### config.mk
export PLATFORM = sky130hd
export DESIGN_NAME = muldiv_seq_flat
export DESIGN_NICKNAME = d
export VERILOG_FILES = /design/src/rtl/muldiv_if.sv /design/src/rtl/muldiv_seq.sv /design/src/flat_wrapper.sv
export SDC_FILE = /design/constraint.sdc
export NUM_CORES = 1
export LEC_CHECK = 0
export ABC_CLOCK_PERIOD_IN_PS = 12000
export BUFFER_PORTS_ARGS = -buffer_cell sky130_fd_sc_hd__clkbuf_2
export CORE_ASPECT_RATIO = 1.25
export CORE_MARGIN = 4
export CORE_UTILIZATION = 55
export DETAILED_ROUTE_END_ITERATION = 16
export GPL_TIMING_DRIVEN = 0
export HOLD_SLACK_MARGIN = 0.15
export PLACE_DENSITY = 0.85
export SETUP_SLACK_MARGIN = 0.3
export SLEW_MARGIN = 20
export SYNTH_ARGS = -nofsm -noshare
export SYNTH_HDL_FRONTEND = slang
export SYNTH_HIERARCHICAL = 1
export SYNTH_SLANG_ARGS = --single-unit
### constraint.sdc
create_clock -name clk -period 12 [get_ports clk]
set_clock_uncertainty 0.05 [all_clocks]
set_input_delay 2.4 -clock clk [delete_from_list [all_inputs] [get_ports clk]]
set_output_delay 2.4 -clock clk [all_outputs]
set_load 0.03 [all_outputs]
### src/rtl/muldiv_if.sv
// Start/done handshake between the control unit (master) and the MULT/DIV unit (slave).
interface muldiv_if #(parameter int WIDTH = 16);
    logic             start;
    logic             op;
    logic [WIDTH-1:0] a;
    logic [WIDTH-1:0] b;
    logic             busy;
    logic             done;
    logic [WIDTH-1:0] hi;
    logic [WIDTH-1:0] lo;
    logic             div_by_zero;

    modport master (output start, op, a, b,
                    input  busy, done, hi, lo, div_by_zero);
    modport slave  (input  start, op, a, b,
                    output busy, done, hi, lo, div_by_zero);
endinterface

### src/rtl/muldiv_seq.sv
// Sequential unsigned 16x16 multiply / 16/16 divide built on one twos_comp adder.
// Optional MULDIV_ZERO_BYPASS_EN: zero operands skip the iteration loop.
module twos_comp #(parameter int WIDTH = 16) (
    input  logic [WIDTH-1:0] x,
    input  logic [WIDTH-1:0] y,
    input  logic             cin,
    input  logic             addsub,
    output logic [WIDTH-1:0] sum,
    output logic             cout,
    output logic             overflow
);
    logic [WIDTH:0]   c;
    logic [WIDTH-1:0] yi;

    assign yi   = y ^ {WIDTH{addsub}};
    assign c[0] = cin ^ addsub;
    for (genvar i = 0; i < WIDTH; i++) begin : gen_fa
        assign sum[i]   = x[i] ^ yi[i] ^ c[i];
        assign c[i+1]   = (x[i] & yi[i]) | (c[i] & (x[i] ^ yi[i]));
    end
    assign cout     = c[WIDTH];
    assign overflow = c[WIDTH] ^ c[WIDTH-1];
endmodule

module muldiv_seq #(parameter int WIDTH = 16) (
    input  logic     clk,
    input  logic     rst_n,
    muldiv_if.slave  bus
);
    typedef enum logic [1:0] {IDLE, CALC, DONE} state_t;

    state_t           state, nstate;
    logic             op_r;
    logic [WIDTH-1:0] wh, wl, opnd;      // acc_hi/rem, acc_lo/quo, mcand/divisor
    logic [WIDTH-1:0] nwh, nwl;
    logic [WIDTH-1:0] hi_q, lo_q;
    logic             dz_q;
    logic [3:0]       cnt;
    logic [WIDTH-1:0] x_in, sum;
    logic             cout, ovf_unused;
    logic             dbz_req, zbyp;

    assign dbz_req = bus.op && (bus.b == '0);
`ifdef MULDIV_ZERO_BYPASS_EN
    assign zbyp = bus.op ? ((bus.a == '0) && (bus.b != '0))
                         : ((bus.a == '0) || (bus.b == '0));
`else
    assign zbyp = 1'b0;
`endif

    // Divide subtracts from the low 16 bits of {rem, quo[15]}; multiply adds into acc_hi.
    assign x_in = op_r ? {wh[WIDTH-2:0], wl[WIDTH-1]} : wh;

    twos_comp #(.WIDTH(WIDTH)) u_add (
        .x(x_in), .y(opnd), .cin(1'b0), .addsub(op_r),
        .sum(sum), .cout(cout), .overflow(ovf_unused)
    );

    always_comb begin
        nwh = wh;
        nwl = wl;
        if (!op_r) begin
            if (wl[0]) begin
                nwh = {cout, sum[WIDTH-1:1]};
                nwl = {sum[0], wl[WIDTH-1:1]};
            end else begin
                nwh = {1'b0, wh[WIDTH-1:1]};
                nwl = {wh[0], wl[WIDTH-1:1]};
            end
        end else begin
            // Bit 16 of the partial remainder set means it certainly exceeds the divisor.
            if (wh[WIDTH-1] | cout) begin
                nwh = sum;
                nwl = {wl[WIDTH-2:0], 1'b1};
            end else begin
                nwh = x_in;
                nwl = {wl[WIDTH-2:0], 1'b0};
            end
        end
    end

    always_ff @(posedge clk or negedge rst_n) begin
        if (!rst_n) state <= IDLE;
        else        state <= nstate;
    end

    always_comb begin
        nstate = state;
        case (state)
            IDLE:    if (bus.start) nstate = (dbz_req || zbyp) ? DONE : CALC;
            CALC:    if (cnt == 4'hF) nstate = DONE;
            DONE:    nstate = IDLE;
            default: nstate = IDLE;
        endcase
    end

    always_ff @(posedge clk or negedge rst_n) begin
        if (!rst_n) begin
            op_r <= 1'b0;
            wh   <= '0;
            wl   <= '0;
            opnd <= '0;
            cnt  <= '0;
            hi_q <= '0;
            lo_q <= '0;
            dz_q <= 1'b0;
        end else begin
            case (state)
                IDLE: if (bus.start) begin
                    op_r <= bus.op;
                    opnd <= bus.op ? bus.b : bus.a;
                    wh   <= '0;
                    wl   <= bus.op ? bus.a : bus.b;
                    cnt  <= '0;
                    dz_q <= 1'b0;
                    if (dbz_req) begin
                        hi_q <= bus.a;
                        lo_q <= '1;
                        dz_q <= 1'b1;
                    end else if (zbyp) begin
                        hi_q <= '0;
                        lo_q <= '0;
                    end
                end
                CALC: begin
                    wh  <= nwh;
                    wl  <= nwl;
                    cnt <= cnt + 4'd1;
                    if (cnt == 4'hF) begin
                        hi_q <= nwh;
                        lo_q <= nwl;
                    end
                end
                default: ;
            endcase
        end
    end

    assign bus.busy        = (state != IDLE);
    assign bus.done        = (state == DONE);
    assign bus.hi          = hi_q;
    assign bus.lo          = lo_q;
    assign bus.div_by_zero = dz_q;
endmodule
### src/flat_wrapper.sv
// flat-port wrapper written by rule: the top's interface ports become plain ports
module muldiv_seq_flat 
#(parameter int WIDTH = 16)
  (clk, rst_n, bus_start, bus_op, bus_a, bus_b, bus_busy, bus_done, bus_hi, bus_lo, bus_div_by_zero);
  muldiv_if #(.WIDTH(WIDTH)) bus_i ();
  input  logic clk;
  input  logic rst_n;
  input wire logic [$bits(bus_i.start)-1:0] bus_start;
  input wire logic [$bits(bus_i.op)-1:0] bus_op;
  input wire logic [$bits(bus_i.a)-1:0] bus_a;
  input wire logic [$bits(bus_i.b)-1:0] bus_b;
  output wire logic [$bits(bus_i.busy)-1:0] bus_busy;
  output wire logic [$bits(bus_i.done)-1:0] bus_done;
  output wire logic [$bits(bus_i.hi)-1:0] bus_hi;
  output wire logic [$bits(bus_i.lo)-1:0] bus_lo;
  output wire logic [$bits(bus_i.div_by_zero)-1:0] bus_div_by_zero;
  assign bus_i.start = bus_start;
  assign bus_i.op = bus_op;
  assign bus_i.a = bus_a;
  assign bus_i.b = bus_b;
  assign bus_busy = bus_i.busy;
  assign bus_done = bus_i.done;
  assign bus_hi = bus_i.hi;
  assign bus_lo = bus_i.lo;
  assign bus_div_by_zero = bus_i.div_by_zero;
  muldiv_seq #(.WIDTH(WIDTH)) u_core (.clk(clk), .rst_n(rst_n), .bus(bus_i));
endmodule
==> impl_metrics.py, run 1 <==
metrics = {
    "final_layout": {
        "syn2layout_area_growth_pct": 14.6,
        "num_antenna_cells": 0,
        "drive_above_1_share_pct": 18.9,
        "design_area_mm2": 0.00634,
        "fin_nets": 721,
        "instances_no_fill": 798,
        "fillers": 771,
    },
    "timing": {
        "tightestPinTransition_ps": 765,
        "finalCriticalPeriod_ps": 11050,
        "hold_viol": 0,
        "rsz_0062_raised_after_global_routing": "false",
        "slew_viol_final": 0,
        "fmaxAchievable_mhz": 90.5,
        "timing.final.crit_share_pct": 92.1,
        "totalNegativeSetupSlack_ps": 0,
        "smallest_hold_slack_ps": 440,
        "setup_viol": 0,
        "max-slew-margin-rel_pct": 49.0,
    },
    "drt": {
        "drt-met1-wl_mm": 5.65,
        "detail_route.wirelength_mm": 15.2,
        "top_layer": "met4",
        "wire_per_inst_um": 19.1,
        "detailedRoute.firstPassIterationCount": 6,
        "drt_drc_violations_left": 0,
        "drt_iter0_drc": 402,
        "route.antenna.remaining_nets": 0,
        "vias_per_cell": 6.14,
        "wl_met2_mm": 7.62,
        "detailroute.wirelength.met3_mm": 1.26,
        "vias": 4903,
    },
    "grt": {
        "track_usage_pct": 26.3,
        "initial_antenna_violation_count": 0,
        "grt_start_max_net_pins": 89,
        "grt_first_pass_wirelength_mm": 24.8,
        "grt_pass1_vias": 5080,
        "overflow": 0,
    },
    "clock_network": {
        "clock_tree.htree_level_count": 3,
        "cts.repair_timing.setup_buffer_count": 0,
        "cts_num_sinks": 88,
        "clock_tree_from_tritoncts": "done",
        "cts_resized": 0,
        "clk_transition_reported_paths_ps": 60,
        "hold_buffers": 0,
        "tritoncts_buffers": 9,
        "clk_latency_ps": 340,
        "cts_root_buffer": "clkbuf_16",
        "cts-root-to-sink-buffers": 2,
    },
    "floorplanning": {
        "io_pins": 71,
        "rows": 40,
        "die_y_um": 120,
        "design.die.area_mm2": 0.0117,
        "dieWidth_um": 97.7,
        "fp.coreArea_mm2": 0.00971,
        "start_util_pct": 57.0,
    },
    "setup_path": {
        "timing.critical_path.max_delay_family": "adder cells",
        "critical_path_arrival_ps": 11210,
        "critPathSlowestCell": "buf_1",
        "buffer_and_inverter_count_on_the_worst_path": 10,
        "critPathMostFrequentCell": "fa_1",
        "crit_required_ps": 12160,
        "worstSetupStartpointType": "flop",
        "critical_path.endpoint_type": "flop",
        "path_max_fanout": 10,
        "path_class": "flop to flop",
        "slowest_delay_ps": 580,
    },
    "place": {
        "globalplace.congestion": 0.946,
        "placement.io_buffers": 69,
        "dp.cells": 783,
        "half_perimeter_wire_length_of_the_detailed_placement_result_mm": 11.2,
        "dpl_cell_area_mm2": 0.00604,
    },
    "synthesis": {
        "mapped_nets": 641,
        "yosysWarningCount": 6,
        "synth_cells": 588,
        "synth.cell_area_mm2": 0.00553,
        "synth.avg_cell_area_um2": 9.41,
    },
    "flow_run": {
        "maxCapViolations": 0,
    },
    "worst_hold_path": {
        "min-delay-path-class": "flop to flop",
    },
    "run_status": {
        "outcome": "complete, no violations",
    },
}
==> cell type report <==
| class | instances | area [um2] | area share [%] |
|---|---|---|---|
| well taps | 126 | 158 | 2.49 |
| clock buffers | 11 | 243 | 3.83 |
| multi-input cells | 402 | 2930 | 46.1 |
| flip-flops and latches | 88 | 2200 | 34.7 |
| clock inverters | 4 | 55.1 | 0.868 |
| plain buffers | 45 | 205 | 3.24 |
| repair buffers | 69 | 354 | 5.58 |
| inverters | 53 | 199 | 3.14 |
==> placed cells by master (no fill, tap or decap), drive strengths merged <==
master      n
conb        1
xnor2      15
and3        1
nor4        3
inv        53
nand3       2
ha          1
o21bai      1
o211ai      2
nor2b       5
nor2       19
nor3b       1
a21oi      17
mux2i      33
o31ai      31
or4b        1
or2         1
clkbuf    117
fa         16
buf         8
a211oi      2
xor2        2
a211o       1
bufinv      1
mux2       46
clkinvlp    1
o221ai      1
nand2      96
clkinv      2
o211a      29
dfrtp      88
o41ai       1
nand2b      2
nand4       2
a22o        2
o21ai      68
==> stage by stage <==
stage	worst slack, ps	util, %
global placement	1250	62.2
finish	949	65.3
floorplan	2590	-
detailed placement	1190	62.2
CTS	1140	65.3
global route	569	65.3
==> worst paths after layout <==
kind / startpoint / to / slack [ps] / cells after the start
worst max-delay path: u_core/op_r / u_core/bus.hi[15] / 950 / 32
worst min-delay path: u_core/bus.lo[13] / u_core/bus.lo[13] / 440 / 1
worst max register to register: u_core/op_r / u_core/bus.hi[15] / 950 / 32
worst min register to register: u_core/bus.lo[13] / u_core/bus.lo[13] / 440 / 1
max in group asynchronous: rst_n / u_core/wl[8] / 9360 / 1
min in group asynchronous: rst_n / u_core/wl[10] / 2050 / 1
==> flip-flops by register name, summed over array words and instances (netlist names) <==
signal                  count
u_core/cnt                  4
u_core/opnd                16
u_core/wh                  16
u_core/state                2
u_core/bus.lo              16
u_core/wl                  16
u_core/bus.div_by_zero      1
u_core/op_r                 1
u_core/bus.hi              16
==> metal layers <==
metal / global-route usage [%] / vias up
met5: 0 / -
met4: 15.4 / 0
met3: 4.36 / 65
met2: 44.6 / 310
met1: 31.4 / 2354
li1: - / 2174
==> worst reg2reg max path, delay by kind of cell (launching register included) <==
kind | cells | cell delay (ps)
DFF | 1 | 350
AOI/OAI and AO/OA | 2 | 360
muxes | 2 | 440
buffers and inverters | 10 | 2870
and+or+nand+nor | 2 | 270
adders and majority gates | 16 | 6590
Power of run 1 is not shown: default switching activity piles up to over one toggle a cycle in this logic, so the estimate is an artifact.
==> run 2: changes to the inputs <==
--- a/config.mk
+++ b/config.mk
@@ -9,14 +9,14 @@
 export BUFFER_PORTS_ARGS = -buffer_cell sky130_fd_sc_hd__clkbuf_2
 export CORE_ASPECT_RATIO = 1.25
 export CORE_MARGIN = 4
-export CORE_UTILIZATION = 55
+export CORE_UTILIZATION = 58
+export CTS_BUF_LIST = sky130_fd_sc_hd__clkbuf_4 sky130_fd_sc_hd__clkbuf_8 sky130_fd_sc_hd__clkbuf_16
 export DETAILED_ROUTE_END_ITERATION = 16
 export GPL_TIMING_DRIVEN = 0
 export HOLD_SLACK_MARGIN = 0.15
-export PLACE_DENSITY = 0.85
+export PLACE_DENSITY = 0.89
 export SETUP_SLACK_MARGIN = 0.3
 export SLEW_MARGIN = 20
 export SYNTH_ARGS = -nofsm -noshare
 export SYNTH_HDL_FRONTEND = slang
-export SYNTH_HIERARCHICAL = 1
 export SYNTH_SLANG_ARGS = --single-unit
==> run 2 against run 1 <==
  * Clock-buffer cell count grew 1
  * Sequential cell count unchanged
  * Maximum frequency rose by 16%
  * Non-clock buffer count grew 1
  * Synthesized cell count shrank 7.8%
  * Largest cell class unchanged
==> impl_metrics.py, run 2 <==
metrics = {
    "setup_path": {
        "path_max_fanout": 10,
        "slowest_delay_ps": 690,
        "buffer_and_inverter_count_on_the_worst_path": 6,
        "worstSetupStartpointType": "flop",
        "reg2reg_slack_ps": 2500,
        "critPathSlowestCell": "buf_1",
        "critical_path.endpoint_type": "flop",
        "crit_required_ps": 12180,
        "critPathMostFrequentCell": "fa_1",
        "path_class": "flop to flop",
        "timing.critical_path.max_delay_family": "adder cells",
        "critical_path_arrival_ps": 9680,
    },
    "final_layout": {
        "mostFrequentLayoutCell": "nand2_1",
        "layout.cells.most_common_list": "101 x nand2_1, 88 x dfrtp_1, 68 x clkbuf_2, 62 x mux2i_1, 45 x o21ai_1",
        "num_antenna_cells": 0,
        "syn2layout_area_growth_pct": 14.7,
        "drive_above_1_share_pct": 19.8,
        "fin_nets": 674,
        "design_area_mm2": 0.00620,
    },
    "drt": {
        "vias": 4666,
        "wire_per_inst_um": 19.4,
        "drt_iter0_drc": 492,
        "drt_drc_violations_left": 0,
        "detailedRoute.firstPassIterationCount": 6,
        "detail_route.wirelength_mm": 14.6,
        "route.antenna.remaining_nets": 0,
        "vias_per_cell": 6.22,
    },
    "timing": {
        "smallest_hold_slack_ps": 436,
        "tightestPinTransition_ps": 842,
        "totalNegativeSetupSlack_ps": 0,
        "fmaxAchievable_mhz": 105,
        "max-slew-margin-rel_pct": 43.8,
        "timing.final.crit_share_pct": 79.1,
        "setup_viol": 0,
        "finalCriticalPeriod_ps": 9500,
        "rsz_0062_raised_after_global_routing": "false",
        "hold_viol": 0,
        "slew_viol_final": 0,
    },
    "floorplanning": {
        "start_util_pct": 59.2,
        "io_pins": 71,
        "fp.coreArea_mm2": 0.00913,
        "dieWidth_um": 94.3,
        "rows": 39,
        "die_y_um": 116,
        "design.die.area_mm2": 0.0109,
    },
    "synthesis": {
        "synth_cells": 542,
        "synth.avg_cell_area_um2": 9.97,
        "asyncSetResetFlopFracSynth_pct": 100,
        "synth.most_common_cell": "nand2_1",
        "mapped_nets": 594,
        "post_synth_most_frequent_cells": "101 x nand2_1, 88 x dfrtp_1, 62 x mux2i_1",
        "synth-seq-area-share_pct": 40.8,
        "yosys.cell_types.count": 40,
        "synth.cell_area_mm2": 0.00540,
        "synthDominantCellAreaShare_pct": 40.8,
        "yosysWarningCount": 0,
        "synth.area.top_cells": "dfrtp_1 41%, mux2i_1 11%, mux2_4 7.2%, nand2_1 7.0%, fa_1 5.6%",
        "synth_enable_flop_cells": 0,
        "ys_ff_latch": 88,
        "synth_ff_type": "dfrtp_1",
        "yosys_top_cell_by_area": "dfrtp_1",
    },
    "clock_network": {
        "clock_tree.htree_level_count": 3,
        "cts.repair_timing.setup_buffer_count": 0,
        "hold_buffers": 0,
        "cts_num_sinks": 88,
        "cts-root-to-sink-buffers": 2,
        "cts_resized": 0,
        "clk_latency_ps": 350,
        "tritoncts_buffers": 9,
        "clk_transition_reported_paths_ps": 60,
        "cts_root_buffer": "clkbuf_16",
        "clock_tree_from_tritoncts": "done",
    },
    "grt": {
        "grt_first_pass_wirelength_mm": 23.6,
        "grt_util_met2_pct": 47.0,
        "grtUsageMet1_pct": 33.4,
        "overflow": 0,
        "grt_pass1_vias": 4809,
        "grt_busiest_layer": "met2",
        "track_usage_pct": 28.1,
        "grt_util_met3_pct": 6.04,
        "grt_start_max_net_pins": 89,
        "initial_antenna_violation_count": 0,
    },
    "power": {
        "vdd.ir_drop.worst_mv": 0.197,
        "power.density_mw_per_mm2": 355,
        "power.leakage_nw": 2.92,
    },
    "place": {
        "placement.io_buffers": 69,
        "dpl_cell_area_mm2": 0.00591,
        "globalplace.congestion": 0.959,
        "half_perimeter_wire_length_of_the_detailed_placement_result_mm": 10.7,
    },
    "run_status": {
        "outcome": "complete, no violations",
    },
    "flow_run": {
        "maxCapViolations": 0,
    },
    "worst_hold_path": {
        "min-delay-path-class": "flop to flop",
    },
}
==> run 2: cell count changes in the layout (fill, tap and decap cells not counted), moves of 26 or more <==
cell     previous run  this run
inv_1              53         6
o21ai_0            67        20
o21ai_1             0        45
mux2_2             35         2
o31ai_1            31         0
mux2i_1            33        62
o211a_1            29         0
mux2_4              0        26
==> run 2: path summary, 6_finish.rpt <==
path / from / end / depth (start not counted)
min: u_core.bus.div_by_zero / u_core.bus.div_by_zero / 2
min reg2reg: u_core.bus.div_by_zero / u_core.bus.div_by_zero / 2
max: u_core.op_r / u_core.bus.hi[12] / 27
min in group asynchronous: rst_n / u_core.bus.hi[9] / 1
max reg2reg: u_core.op_r / u_core.bus.hi[12] / 27
max in group asynchronous: rst_n / u_core.opnd[3] / 1
==> run 2: power by group <==
group | internal [W] | switching [W]
clock network | 0.000151 | 0.000119
logic | 0.000558 | 0.000817
registers | 0.000441 | 0.000117
==> run 2: routing by layer <==
| metal | vias to the layer above | wire length, um |
|---|---|---|
| met5 | - | 0 |
| met4 | 0 | 721 |
| met3 | 67 | 1080 |
| met2 | 276 | 7300 |
| met1 | 2259 | 5480 |
| li1 | 2064 | - |
==> run 2: cell type report <==
cell class / instances / area, um2
clock buffers: 12 / 254
inverters: 7 / 26.3
multi-input cells: 401 / 2970
flip-flops and latches: 88 / 2200
plain buffers: 46 / 206
well taps: 123 / 154
clock inverters: 4 / 30.0
repair buffers: 69 / 354
fillers: 661 / 2930
==> run 2: through the flow <==
step | power [W] | worst slack (ps) | std cells | utilization, %
after floorplan | 0.00155 | 3820 | 542 | -
after global placement | 0.00182 | 2910 | 734 | 64.7
after detailed placement | 0.00190 | 2790 | 734 | 64.8
after CTS | 0.00218 | 2690 | 750 | 67.9
after global routing | 0.00236 | 2200 | 750 | 67.9
final | 0.00220 | 2500 | 750 | 67.9
==> run 2: cells by family after synthesis <==
kind of cell | Yosys count | synth area share (%)
fa+ha+maj | 16 | 5.79
flops | 88 | 40.8
buf+inv | 53 | 4.31
xor+xnor | 19 | 3.08
mux | 95 | 20.2
simple gates | 150 | 11.8
compound gates | 121 | 14.1
==> run 2: worst min-delay path, delay by kind of cell (launching register included) <==
family           cells  cell delay (ps)
flip-flops           1              340
AND/OR/NAND/NOR      2              110
Note: power is estimated with default switching activity, not from simulation.
==> run 3: changes to the inputs <==
--- a/config.mk
+++ b/config.mk
@@ -5,7 +5,7 @@
 export SDC_FILE = /design/constraint.sdc
 export NUM_CORES = 1
 export LEC_CHECK = 0
-export ABC_CLOCK_PERIOD_IN_PS = 12000
+export ABC_CLOCK_PERIOD_IN_PS = 9300
 export BUFFER_PORTS_ARGS = -buffer_cell sky130_fd_sc_hd__clkbuf_2
 export CORE_ASPECT_RATIO = 1.25
 export CORE_MARGIN = 4
==> constraint.sdc (replaced) <==
create_clock -name clk -period 9.3 [get_ports clk]
set_clock_uncertainty 0.05 [all_clocks]
set_input_delay 1.86 -clock clk [delete_from_list [all_inputs] [get_ports clk]]
set_output_delay 1.86 -clock clk [all_outputs]
set_load 0.03 [all_outputs]
==> run 3 against run 2 <==
  * Via count grew 0.32%
  * Routed wire length grew 0.34%
  * Sequential power grew 29%
  * Total power grew 30%
  * Critical path type unchanged
  * Largest power group unchanged
==> impl_metrics.py, run 3 (synthesis results as in run 2) <==
metrics = {
    "setup_path": {
        "worstSetupStartpointType": "flop",
        "r2r_end": "u_core.bus.hi[12]",
        "path_class": "flop to flop",
        "critPathMostFrequentCell": "fa_1",
        "critical_path.endpoint_type": "flop",
        "r2r_start": "u_core.op_r",
        "crit_required_ps": 9480,
        "reg2reg_slack_ps": 620,
        "critical_path_arrival_ps": 8860,
        "critPathSlowestCell": "fa_1",
        "path_max_fanout": 10,
        "r2r_cells": 27,
        "critical_path.startpoint": "u_core.op_r",
        "cp-endpoint": "u_core.bus.hi[12]",
        "slowest_delay_ps": 430,
    },
    "power": {
        "power.density_mw_per_mm2": 461,
        "power.leakage_nw": 2.94,
        "vdd.ir_drop.worst_mv": 0.255,
    },
    "timing": {
        "rsz_0062_raised_after_global_routing": "false",
        "slew_viol_final": 0,
        "max-slew-margin-rel_pct": 45.8,
        "hold_viol": 0,
        "tightestPinTransition_ps": 813,
        "fmaxAchievable_mhz": 115,
        "timing.final.crit_share_pct": 93.3,
        "setup_viol": 0,
        "totalNegativeSetupSlack_ps": 0,
        "finalCriticalPeriod_ps": 8680,
    },
    "clock_network": {
        "clock_tree_from_tritoncts": "done",
        "clk_transition_reported_paths_ps": 60,
        "cts-root-to-sink-buffers": 2,
        "cts.repair_timing.setup_buffer_count": 0,
        "cts_root_buffer": "clkbuf_16",
        "clock_tree.htree_level_count": 3,
        "clk_latency_ps": 350,
        "tritoncts_buffers": 9,
        "hold_buffers": 0,
        "cts_num_sinks": 88,
    },
    "drt": {
        "detailedRoute.firstPassIterationCount": 6,
        "vias": 4681,
        "drt_drc_violations_left": 0,
        "vias_per_cell": 6.24,
        "drt_iter0_drc": 489,
        "route.antenna.remaining_nets": 0,
        "detail_route.wirelength_mm": 14.6,
        "wire_per_inst_um": 19.5,
    },
    "place": {
        "placement.io_buffers": 69,
        "half_perimeter_wire_length_of_the_detailed_placement_result_mm": 10.7,
        "dp.cells": 734,
        "globalplace.congestion": 0.959,
    },
    "final_layout": {
        "instances_no_fill": 750,
        "ff_latch_area_mm2": 0.00220,
        "num_antenna_cells": 0,
        "fin_nets": 674,
        "final_core_util_pct": 68.0,
        "multi_input_area_mm2": 0.00297,
        "layout.cells.most_common_list": "101 x nand2_1, 88 x dfrtp_1, 73 x clkbuf_2, 62 x mux2i_1, 45 x o21ai_1",
        "fillers": 659,
        "syn2layout_area_growth_pct": 14.8,
        "mostFrequentLayoutCell": "nand2_1",
        "drive_above_1_share_pct": 20.9,
    },
    "floorplanning": {
        "rows": 39,
        "die_y_um": 116,
        "io_pins": 71,
        "design.die.area_mm2": 0.0109,
        "fp.coreArea_mm2": 0.00913,
        "dieWidth_um": 94.3,
        "start_util_pct": 59.2,
    },
    "grt": {
        "grt_first_pass_wirelength_mm": 23.6,
        "grt_pass1_vias": 4817,
        "grt_start_max_net_pins": 89,
        "initial_antenna_violation_count": 0,
        "track_usage_pct": 28.1,
        "overflow": 0,
    },
    "flow_run": {
        "maxCapViolations": 0,
    },
    "run_status": {
        "outcome": "complete, no violations",
    },
    "worst_hold_path": {
        "min-delay-path-class": "flop to flop",
    },
}
[run 3: cell counts in the layout (fill, tap and decap cells not counted)]
No cell type changed its count.
[run 3: layout make-up]
cell class	instances	share of cell area [%]
multi-input cells	401	47.9
flip-flops and latches	88	35.5
repair buffers	69	5.71
clock buffers	12	4.09
plain buffers	46	3.47
well taps	123	2.48
clock inverters	4	0.484
inverters	7	0.423
[run 3: how the worst min path moves through the flow]
| stage | startpoint | endpoint | slack, ps | cells past startpoint |
|---|---|---|---|---|
| final | u_core.bus.div_by_zero | u_core.bus.div_by_zero | 440 | 2 |
| after global routing | u_core.bus.hi[2] | u_core.bus.hi[2] | 470 | 1 |
| after CTS | u_core.bus.div_by_zero | u_core.bus.div_by_zero | 440 | 2 |
| after detailed placement | u_core.bus.div_by_zero | u_core.bus.div_by_zero | 420 | 2 |
| after global placement | u_core.bus.div_by_zero | u_core.bus.div_by_zero | 420 | 2 |
| after floorplan | u_core.opnd[15] | u_core.opnd[15] | 420 | 2 |
[run 3: worst max-delay path, delay by kind of cell, from the launching register on]
kind | cells | cell delay [ps]
flops | 1 | 370
mux | 1 | 280
fa+ha+maj | 15 | 5720
compound gates | 3 | 500
simple gates | 1 | 80
xor+xnor | 1 | 230
buf+inv | 6 | 1340
[run 3: power by group]
group	total [W]	internal [W]	switching, W
sequential	0.000720	0.000568	0.000151
clock	0.000349	0.000195	0.000154
combinational	0.00179	0.000727	0.00106
[run 3: timing repair]
action	in CTS	in global routing
endpoints found under the setup margin	18	21
pin swaps	0	0
resized for setup	3	8
[run 3: through the flow]
step	total power [W]	hold slack, ps	setup WS (ps)	cell area [um2]
2_1_floorplan	0.00200	425	1120	5400
3_3_place_gp	0.00235	421	209	5900
3_5_place_dp	0.00245	420	88.9	5910
4_1_cts	0.00281	441	413	6200
5_1_grt	0.00306	467	373	6200
6_report	0.00286	436	624	6200
[run 3: layer usage]
metal | GRT usage (%) | vias up | part of all wire (%)
li1 | - | 2064 | -
met5 | 0 | - | 0
met2 | 47.0 | 311 | 51
met1 | 33.4 | 2248 | 37
met4 | 17.3 | 0 | 4.4
met3 | 5.26 | 58 | 7.6
